### config.mk
export PLATFORM = sky130hd
export DESIGN_NAME = button_debouncer
export DESIGN_NICKNAME = d
export VERILOG_FILES = /design/src/rtl/button_debouncer_pkg.sv /design/src/rtl/button_debouncer_debounce_channel.sv /design/src/rtl/button_debouncer.sv
export SDC_FILE = /design/constraint.sdc
export NUM_CORES = 1
export LEC_CHECK = 0
export ABC_AREA = 0
export ABC_CLOCK_PERIOD_IN_PS = 2600
export CORE_UTILIZATION = 60
export CTS_CLUSTER_SIZE = 20
export DETAILED_ROUTE_END_ITERATION = 10
export PLACE_DENSITY = 0.79
export SLEW_MARGIN = 20
export SYNTH_ARGS = -nofsm -noshare
export SYNTH_HDL_FRONTEND = slang
export SYNTH_SLANG_ARGS = --single-unit
export TNS_END_PERCENT = 20
### constraint.sdc
create_clock -name clk -period 2.6 [get_ports clk]
set_input_delay 0.52 -clock clk [delete_from_list [all_inputs] [get_ports clk]]
set_output_delay 0.52 -clock clk [all_outputs]
set_load 0.05 [all_outputs]
### src/rtl/button_debouncer_pkg.sv
// ============================================================================
// Module      : button_debouncer_pkg
// Description : Shared definitions for the push-button debouncer: per-channel
//               FSM state encoding and default parameter values.
// Revision    : 1.0 - initial release
// ============================================================================
`default_nettype none

package button_debouncer_pkg;

  // Per-channel debounce FSM encoding.
  typedef enum logic [0:0] {
    ST_STABLE   = 1'b0,
    ST_COUNTING = 1'b1
  } db_state_e;

  // 10 ms of stable input at a 50 MHz system clock.
  localparam int   DEFAULT_DEBOUNCE_CYCLES = 500000;

  // Board KEY inputs are active-low, so the released level is high.
  localparam logic DEFAULT_IDLE_LEVEL      = 1'b1;

endpackage

`default_nettype wire

### src/rtl/button_debouncer_debounce_channel.sv
// ============================================================================
// Module      : debounce_channel
// Description : Debouncer for a single push-button bit. Two-flop synchronizer,
//               STABLE/COUNTING FSM with a saturating-by-construction counter,
//               registered debounced level and registered press/release strobes.
// Revision    : 1.0 - initial release
//
// Ports
//   clk        in   system clock, rising edge
//   reset_n    in   asynchronous active-low reset
//   btn_i      in   raw asynchronous button pin
//   btn_o      out  debounced level (flop output)
//   press_o    out  one-cycle strobe when btn_o leaves IDLE_LEVEL
//   release_o  out  one-cycle strobe when btn_o returns to IDLE_LEVEL
// ============================================================================
`default_nettype none

module debounce_channel
  import button_debouncer_pkg::*;
#(
  parameter int   DEBOUNCE_CYCLES = DEFAULT_DEBOUNCE_CYCLES,
  parameter logic IDLE_LEVEL      = DEFAULT_IDLE_LEVEL
) (
  input  logic clk,
  input  logic reset_n,
  input  logic btn_i,
  output logic btn_o,
  output logic press_o,
  output logic release_o
);

  localparam int             CNT_W  = $clog2(DEBOUNCE_CYCLES + 1);
  localparam logic [CNT_W-1:0] C_LAST = CNT_W'(DEBOUNCE_CYCLES - 1);
  localparam logic [CNT_W-1:0] C_ONE  = CNT_W'(1);

  logic             meta_q;
  logic             sync_q;
  db_state_e        state_q, state_d;
  logic [CNT_W-1:0] cnt_q,   cnt_d;
  logic             out_q,   out_d;
  logic             press_q, press_d;
  logic             rel_q,   rel_d;

  // Synchronizer: nothing downstream ever looks at btn_i directly.
  always_ff @(posedge clk or negedge reset_n) begin
    if (!reset_n) begin
      meta_q <= IDLE_LEVEL;
      sync_q <= IDLE_LEVEL;
    end else begin
      meta_q <= btn_i;
      sync_q <= meta_q;
    end
  end

  always_ff @(posedge clk or negedge reset_n) begin
    if (!reset_n) begin
      state_q <= ST_STABLE;
      cnt_q   <= '0;
      out_q   <= IDLE_LEVEL;
      press_q <= 1'b0;
      rel_q   <= 1'b0;
    end else begin
      state_q <= state_d;
      cnt_q   <= cnt_d;
      out_q   <= out_d;
      press_q <= press_d;
      rel_q   <= rel_d;
    end
  end

  // The counter records how many consecutive edges sync_q has disagreed with
  // the current output. The edge that would make it reach DEBOUNCE_CYCLES is
  // the one that flips the output instead, so it tops out at DEBOUNCE_CYCLES-1.
  always_comb begin
    state_d = state_q;
    cnt_d   = cnt_q;
    out_d   = out_q;
    press_d = 1'b0;
    rel_d   = 1'b0;
    case (state_q)
      ST_STABLE: begin
        cnt_d = '0;
        if (sync_q != out_q) begin
          state_d = ST_COUNTING;
          cnt_d   = C_ONE;
        end
      end
      ST_COUNTING: begin
        if (sync_q == out_q) begin
          // Bounce: input went back before the window elapsed.
          state_d = ST_STABLE;
          cnt_d   = '0;
        end else if (cnt_q == C_LAST) begin
          state_d = ST_STABLE;
          cnt_d   = '0;
          out_d   = ~out_q;
          // Pulses are registered alongside the output so they line up with it.
          if (out_q == IDLE_LEVEL) begin
            press_d = 1'b1;
          end else begin
            rel_d   = 1'b1;
          end
        end else begin
          cnt_d = cnt_q + C_ONE;
        end
      end
      default: begin
        state_d = ST_STABLE;
        cnt_d   = '0;
      end
    endcase
  end

  assign btn_o     = out_q;
  assign press_o   = press_q;
  assign release_o = rel_q;

endmodule

`default_nettype wire

### src/rtl/button_debouncer.sv
// ============================================================================
// Module      : button_debouncer
// Description : Multi-channel push-button debouncer. One independent
//               debounce_channel per button bit; no cross-channel priority.
// Revision    : 1.0 - initial release
//
// Ports
//   clk            in   [1]      system clock, rising edge
//   reset_n        in   [1]      asynchronous active-low reset
//   btn_in         in   [WIDTH]  raw button pins
//   btn_out        out  [WIDTH]  debounced levels, same polarity as btn_in
//   press_pulse    out  [WIDTH]  one-cycle strobe on leaving IDLE_LEVEL
//   release_pulse  out  [WIDTH]  one-cycle strobe on returning to IDLE_LEVEL
// ============================================================================
`default_nettype none

module button_debouncer
  import button_debouncer_pkg::*;
#(
  parameter int   WIDTH           = 3,
  parameter int   DEBOUNCE_CYCLES = DEFAULT_DEBOUNCE_CYCLES,
  parameter logic IDLE_LEVEL      = DEFAULT_IDLE_LEVEL
) (
  input  logic             clk,
  input  logic             reset_n,
  input  logic [WIDTH-1:0] btn_in,
  output logic [WIDTH-1:0] btn_out,
  output logic [WIDTH-1:0] press_pulse,
  output logic [WIDTH-1:0] release_pulse
);

  for (genvar gi = 0; gi < WIDTH; gi++) begin : g_chan
    debounce_channel #(
      .DEBOUNCE_CYCLES (DEBOUNCE_CYCLES),
      .IDLE_LEVEL      (IDLE_LEVEL)
    ) u_chan (
      .clk       (clk),
      .reset_n   (reset_n),
      .btn_i     (btn_in[gi]),
      .btn_o     (btn_out[gi]),
      .press_o   (press_pulse[gi]),
      .release_o (release_pulse[gi])
    );
  end

endmodule

`default_nettype wire
==> metrics, run 1 <==
global-route wire length before repair 11500 um; Unique masters post-synth 41; ANT cells 0; multi-input logic area 1580 um^2; gr ovfl total 0; Crit Path Max Fanout 4; number of synthesized flops with an enable pin 0; Period minus WS final 2290 ps; CP required 2080 ps; area grow syn2layout 9.57%; largest cells by area after synthesis dfrtp_1 (45%), xnor2_1 (7.0%), dfstp_2 (6.5%), nor2_1 (4.5%), nand4_1 (3.8%); launch point of the worst path g_chan[0].u_chan.btn_o; I/O Buffers 13; share of cells above drive strength 1 0.105; # rows 27; CP bufs+invs 1; status complete, no violations; H-tree depth 3; GR Util met3 0.0491; core area 5680 um^2; skew final 10.7 ps; crit start category flip-flop; HP Class primary input to asynchronous set/reset pin; GR Layer Usage met1 0.319; top cell type's share of synthesized area 0.455; r2r endpoint g_chan[0].u_chan.cnt_q[0]; global route hottest layer met2; WS Path Type flip-flop to output port; CP cell instances clkdlybuf4s50_1; leading area contributor after synthesis dfrtp_1; Root Driver clkbuf_8; HPWL after DPL 4500 um; WL/cell 15.4 um; leakage power total 1.45 nW; PostCTS Resize Cnt 0; Final Power 2.33 mW; setup TNS 0 ps; synthesized net count 367; DRT Pass-1 Iters 4; Max Root-Sink Buffers 2; M2 GR Usage 0.377; clk slew on worst S/H paths 80 ps; Post-Synthesis Cell Area 3630 um^2; vias per inst 6.00; CTS Sinks 75; Reg2Reg Depth 4; flop2flop setup slack 510 ps; # hold bufs at CTS 0; slowest CP cell clkdlybuf4s50_1; YS warnings 0; RSZ-0062 raised after global routing no; max cap viols 0; slowest cell delay on critical path 820 ps; # DRC 0; full die area 6370 um^2; Global Route Usage Sum 0.240; WP depth 1; Antenna Nets Post-Route 0; Slew Viols, Final 0; initial drt markers 191; maximum clock frequency 438 MHz; filler instances 412; WL final 6820 um; Worst-Margin Slew 653 ps; Setup crit end kind output port; final setup vio count 0; Post-synth ARST share 1.00; Pwr per Cell Area 585 nW/um^2; initial antenna violation count 0; synthesized area per cell 10.1 um^2; r2r startpoint g_chan[0].u_chan.cnt_q[12]; worst setup path end btn_out[0]; synthesized instance count 359; final-report hold violation count 0; Nets 374; worst skew pair latency 350 ps; CP delay by family, top buffers and inverters; Die H 79.8 um; Num CTS Buffers 9; Yosys reg bits 75; CP arrival 1770 ps; DR vias 2657; IO Pins 14; largest net degree at the start of global routing 48; vias in the first global route 2513; Slew HR 0.561; FF+latch area 1890 um^2; Main synth FF type dfrtp_1; Tcrit/Tclk final 0.879; Peak VDD IR 0.000404 V; Die W 79.8 um; CTS tree done; gpl congestion 0.841; Starting Density 0.640; post-synthesis sequential area ratio 0.520; post-CTS setup buffer count 0
[sequential cells by signal (all words and copies together) (netlist names)]
signal / flops
g_chan.u_chan.btn_o: 3
g_chan.u_chan.release_o: 3
g_chan.u_chan.meta_q: 3
g_chan.u_chan.sync_q: 3
g_chan.u_chan.cnt_q: 57
g_chan.u_chan.state_q: 3
g_chan.u_chan.press_o: 3
[cells in the mapped netlist, drive strengths merged, types with 4 or more instances]
cell	instances
nor4	11
nand2	18
inv	10
xnor2	29
buf	16
nor2	44
or3	7
o31ai	6
dfstp	9
o21ai	10
or2	6
nand3	21
and4	4
or4	8
dfrtp	66
nand4	22
xor2	14
clkbuf	4
nor3	16
a21oi	13
[area by class of cell]
type | count | area share
inverter | 10 | 0.00943
timing repair buffer | 16 | 0.0409
sequential | 75 | 0.474
clock buffer | 10 | 0.0346
multi-input combinational | 254 | 0.396
tap | 72 | 0.0226
clock inverter | 6 | 0.0223
[report_power, final]
part | internal (mW) | switching [mW] | total [mW]
Combinational | 0.0344 | 0.0703 | 0.105
Sequential | 1.19 | 0.0235 | 1.22
Clock | 0.566 | 0.439 | 1.01
Total | 1.79 | 0.533 | 2.33
[placed cells by master, fill, tap and decap left out, drive strengths merged, types with 6 or more instances in the layout]
master and instances:
nand4 22, clkbuf 10, or3 7, xor2 14, inv 10, nor3 16, xnor2 29, o21ai 10
or2 6, nand3 21, o31ai 6, nor2 44, or4 8, nand2 18, dfstp 9, a21oi 13
dfrtp 66, clkdlybuf4s50 12, nor4 11
[worst min-delay path by stage]
stage,slack [ps],end
finish,180,g_chan[0].u_chan.cnt_q[18]
global placement,350,g_chan[0].u_chan.sync_q
detailed placement,350,g_chan[0].u_chan.sync_q
CTS,190,g_chan[0].u_chan.cnt_q[16]
floorplan,220,g_chan[0].u_chan.cnt_q[0]
global route,220,g_chan[0].u_chan.cnt_q[18]
[cell families after synthesis]
family	after synthesis	share of synthesized area
simple gates	172	0.254
compound gates	36	0.0654
xor+xnor	43	0.104
buf+inv	30	0.0465
fa+ha+maj	3	0.0103
flops	75	0.520
[metal layers]
layer | up-vias | routed length (um)
met5 | - | 0
met4 | 0 | 128
met3 | 12 | 264
met2 | 58 | 3210
met1 | 1309 | 3220
li1 | 1278 | -
[through the flow]
step	instances	instance area, um^2	utilization	hold WS (ps)	setup WS, ps
6_report	443	3980	0.701	179	314
3_5_place_dp	427	3750	0.662	347	527
2_1_floorplan	359	3630	-	224	751
4_1_cts	443	3980	0.701	192	305
3_3_place_gp	427	3750	0.662	346	553
5_1_grt	443	3980	0.701	223	277
Note: power is estimated with default switching activity, not from simulation.
==> run 2: changes to the inputs <==
--- a/config.mk
+++ b/config.mk
@@ -10,9 +10,11 @@
 export CORE_UTILIZATION = 60
 export CTS_CLUSTER_SIZE = 20
 export DETAILED_ROUTE_END_ITERATION = 10
+export GPL_TIMING_DRIVEN = 1
 export PLACE_DENSITY = 0.79
 export SLEW_MARGIN = 20
 export SYNTH_ARGS = -nofsm -noshare
 export SYNTH_HDL_FRONTEND = slang
+export SYNTH_HIERARCHICAL = 1
 export SYNTH_SLANG_ARGS = --single-unit
 export TNS_END_PERCENT = 20
==> metrics, run 2 <==
initial antenna violation count 0; worst hold slack 307 ps; Yosys reg bits 75; worst skew pair latency 340 ps; sw power 0.491 mW; synth cell count leaders dfrtp_1 (66), nor2_1 (56), xnor2_1 (33); Root Driver clkbuf_8; Die W 79.1 um; CTS Sinks 75; CP required 2080 ps; post-CTS setup buffer count 0; Post-Synthesis Cell Area 3570 um^2; Comb power frac 0.046; share of cells above drive strength 1 0.132; vias per inst 5.72; CTS tree done; gr ovfl total 0; synthesized net count 348; vias in the first global route 2392; WL/cell 14.0 um; # hold bufs at CTS 0; Num CTS Buffers 9; area grow syn2layout 12.1%; leakage power total 1.56 nW; Period minus WS final 2260 ps; ANT cells 0; WS Path Type flip-flop to output port; Peak VDD IR 0.000585 V; Worst-Margin Slew 884 ps; core area 5610 um^2; synthesized instance count 340; clk slew on worst S/H paths 70 ps; largest cells by area after synthesis dfrtp_1 (46%), xnor2_1 (8.1%), dfstp_2 (6.6%), nor2_1 (5.9%), xor2_1 (3.7%); # rows 27; Setup crit end kind output port; main combinational cell family by area after synthesis simple AND/OR/NAND/NOR gates; Compound-Gate Fraction of Synth Area 0.0403; CP bufs+invs 1; commonest cells after routing, fill and taps aside dfrtp_1 (66), nor2_1 (56), xnor2_1 (33); crit start category flip-flop; CP delay by family, top buffers and inverters; HP Class primary input to asynchronous set/reset pin; leading area contributor after synthesis dfrtp_1; global-route wire length before repair 10800 um; WL final 6110 um; synthesized area per cell 10.5 um^2; max cap viols 0; HPWL after DPL 4210 um; r2r startpoint g_chan[0].u_chan/cnt_q[0]; IO Pins 14; max reg flops 57; sw frac 0.214; Int Pwr 1.80 mW; Main synth FF type dfrtp_1; number of synthesized flops with an enable pin 0; largest net degree at the start of global routing 76; skew final 6.22 ps; flop2flop setup slack 600 ps; initial drt markers 168; CP arrival 1740 ps; Crit Path Max Fanout 5; sequential power share 0.532; DRT Pass-1 Iters 5; slowest cell delay on critical path 820 ps; Antenna Nets Post-Route 0; Starting Density 0.637; Die H 79.1 um; mux contribution to synthesized area 0; top cell type's share of synthesized area 0.463; Global Route Usage Sum 0.226; Reg2Reg Depth 5; multi-input logic area 1610 um^2; Biggest register g_chan.u_chan/cnt_q; final-report hold violation count 0; Tcrit/Tclk final 0.868; setup TNS 0 ps; Post-synth ARST share 1.00; status complete, no violations; Slew HR 0.411; adder-cell share of the synthesized area 0.0105; clock share of power 0.422; Max Root-Sink Buffers 2; I/O Buffers 13; H-tree depth 3; Slew Viols, Final 0; top-count cell post-synth dfrtp_1; maximum clock frequency 443 MHz; r2r endpoint g_chan[0].u_chan/cnt_q[18]; post-synthesis sequential area ratio 0.529; commonest non-fill, non-tap cell in the layout dfrtp_1; FF+latch area 1890 um^2; RSZ-0062 raised after global routing no; CP cell instances clkdlybuf4s50_1; final setup vio count 0; gpl congestion 0.864; post-synthesis xor/xnor area fraction 0.118; Pwr per Cell Area 572 nW/um^2; YS warnings 6; filler instances 427; Unique masters post-synth 37; # DRC 0; slowest CP cell clkdlybuf4s50_1; PostCTS Resize Cnt 0; Nets 368; DR vias 2498; simple-gate share of the synthesized area 0.281; full die area 6260 um^2
run 2: kinds of logic (layout without fill, tap and decap cells):
group	count (synthesis)	after routing
simple gates	172	172
buf+inv	18	43
fa+ha+maj	3	3
compound gates	24	24
xor+xnor	48	48
flops	75	75
run 2: power groups by stage:
stage	clock (mW)	sequential (mW)	combinational (mW)
final	0.965	1.22	0.106
after global routing	1.04	1.22	0.122
after CTS	0.992	1.22	0.108
after detailed placement	0	1.24	0.107
after global placement	0	1.24	0.104
after floorplan	0	1.23	0.0597
run 2: how the worst max path moves through the flow:
stage	start	slack [ps]	end	cells after the start
5_1_grt	g_chan[2].u_chan/btn_o	290	btn_out[2]	1
3_3_place_gp	g_chan[0].u_chan/cnt_q[0]	680	g_chan[0].u_chan/cnt_q[18]	5
4_1_cts	g_chan[0].u_chan/btn_o	320	btn_out[0]	1
2_1_floorplan	g_chan[0].u_chan/cnt_q[0]	750	g_chan[0].u_chan/cnt_q[18]	5
3_5_place_dp	g_chan[0].u_chan/cnt_q[0]	610	g_chan[0].u_chan/cnt_q[18]	5
6_report	g_chan[0].u_chan/btn_o	340	btn_out[0]	1
run 2: metal layers:
metal  up-vias  track usage  share of wire
li1       1232            -              -
met1      1217        0.297           0.46
met2        43        0.358           0.48
met3         6       0.0759          0.042
met4         0       0.0636         0.0093
met5         -            0              0
run 2: cell type report:
| class | count | area share |
|---|---|---|
| sequential | 75 | 0.472 |
| multi-input combinational | 247 | 0.401 |
| timing repair buffer | 18 | 0.0413 |
| clock buffer | 12 | 0.0363 |
| tap | 72 | 0.0225 |
| clock inverter | 4 | 0.0184 |
| inverter | 9 | 0.00844 |
run 2: through the flow:
stage                     cells  power (mW)  setup WS [ps]  cell area (um^2)  utilization
after global placement      421        1.34            680              3780        0.674
final                       437        2.29            344              4000        0.714
after floorplan             340        1.29            746              3570            -
after CTS                   437        2.32            321              4000        0.714
after global routing        437        2.39            291              4000        0.714
after detailed placement    421        1.35            606              3780        0.674
==> run 3: changes to the inputs <==
--- a/config.mk
+++ b/config.mk
@@ -11,7 +11,7 @@
 export CTS_CLUSTER_SIZE = 20
 export DETAILED_ROUTE_END_ITERATION = 10
 export GPL_TIMING_DRIVEN = 1
-export PLACE_DENSITY = 0.79
+export PLACE_DENSITY = 0.86
 export SLEW_MARGIN = 20
 export SYNTH_ARGS = -nofsm -noshare
 export SYNTH_HDL_FRONTEND = slang
==> metrics, run 3 (synthesized netlist as in run 2, its figures left out) <==
# rows 27; PostCTS Resize Cnt 0; Period minus WS final 2260 ps; clk slew on worst S/H paths 70 ps; skew final 8.13 ps; Global Route Usage Sum 0.236; Comb power frac 0.046; Placed Cells incl. Taps 422; Max Root-Sink Buffers 2; Die H 79.1 um; Starting Density 0.637; Setup WS pre-CTS 606 ps; I/O Buffers 13; WL/cell 14.9 um; CTS tree done; CP delay by family, top buffers and inverters; share of cells above drive strength 1 0.134; final worst slack 344 ps; vias in the first global route 2555; core area 5610 um^2; clock share of power 0.432; Tcrit/Tclk final 0.868; H-tree depth 3; gpl congestion 0.907; Nets 369; worst skew pair latency 340 ps; Slew HR 0.396; maximum clock frequency 443 MHz; area grow syn2layout 12.5%; crit start category flip-flop; sw power 0.505 mW; vias per inst 5.91; final setup vio count 0; HPWL after DPL 4450 um; max reg flops 57; fin area 4020 um^2; Finished Layout Cells 438; RSZ-0062 raised after global routing no; WL final 6510 um; Crit Path Max Fanout 5; initial antenna violation count 0; Post-DP Area 3790 um^2; Slew Viols, Final 0; sequential power share 0.522; Root Driver clkbuf_8; Worst-Margin Slew 907 ps; CTS Sinks 75; Num CTS Buffers 9; WS Path Type flip-flop to output port; GR Layer Usage met1 0.291; max cap viols 0; IO Pins 14; CP bufs+invs 1; CP arrival 1740 ps; commonest non-fill, non-tap cell in the layout dfrtp_1; final-report hold violation count 0; DRT Pass-1 Iters 6; # DRC 0; leakage power total 1.57 nW; Die W 79.1 um; Setup crit end kind output port; # hold bufs at CTS 0; full die area 6260 um^2; global route hottest layer met2; gr ovfl total 0; CP required 2080 ps; slowest cell delay on critical path 810 ps; Pwr per Cell Area 581 nW/um^2; Peak VDD IR 0.000469 V; Antenna Nets Post-Route 0; global-route wire length before repair 11300 um; ANT cells 0; Final Power 2.33 mW; status complete, no violations; Int Pwr 1.83 mW; DR vias 2587; sw frac 0.216; CP cell instances clkdlybuf4s50_1; worst hold slack 281 ps; slowest CP cell clkdlybuf4s50_1; final core occ 0.716; commonest cells after routing, fill and taps aside dfrtp_1 (66), nor2_1 (56), xnor2_1 (33); HP Class primary input to asynchronous set/reset pin; initial drt markers 183; Biggest register g_chan.u_chan/cnt_q; GR Util met3 0.0793; post-CTS setup buffer count 0; largest net degree at the start of global routing 76; setup TNS 0 ps; M2 GR Usage 0.383
## run 3: cell types whose count changed in the layout (fill, tap and decap cells not counted)
cell,change
buf_4,+1
clkinv_4,-1
clkinv_2,-1
clkbuf_8,+1
inv_6,+1
## run 3: cell type report
| type | instances | area, um^2 |
|---|---|---|
| Clock inverter | 3 | 68.8 |
| Multi-Input combinational cell | 247 | 1610 |
| Tap cell | 72 | 90.1 |
| Sequential cell | 75 | 1890 |
| Clock buffer | 13 | 159 |
| Inverter | 9 | 33.8 |
| Timing Repair Buffer | 19 | 173 |
| Fill cell | 405 | 1590 |
## run 3: final timing paths
check | startpoint | endpoint | slack, ps | cells after the start
setup / recovery | g_chan[0].u_chan/btn_o | btn_out[0] | 340 | 1
hold / removal | reset_n | g_chan[2].u_chan/cnt_q[15] | 280 | 1
setup reg to reg | g_chan[0].u_chan/cnt_q[0] | g_chan[0].u_chan/cnt_q[18] | 570 | 5
hold reg to reg | g_chan[1].u_chan/meta_q | g_chan[1].u_chan/sync_q | 350 | 0
max in group asynchronous | reset_n | g_chan[2].u_chan/cnt_q[0] | 1710 | 1
min in group clk | g_chan[1].u_chan/meta_q | g_chan[1].u_chan/sync_q | 350 | 0
## run 3: per-layer routing
layer  up-vias  share of wire
met5         -              0
met4         0          0.011
met3         6          0.056
met2        77           0.48
met1      1269           0.45
li1       1235              -
## run 3: power groups by stage
stage / sequential, mW / clock (mW) / combinational, mW
after detailed placement: 1.24 / 0 / 0.109
after floorplan: 1.23 / 0 / 0.0597
final: 1.22 / 1.01 / 0.107
after CTS: 1.22 / 1.03 / 0.110
after global placement: 1.24 / 0 / 0.106
after global routing: 1.22 / 1.08 / 0.125
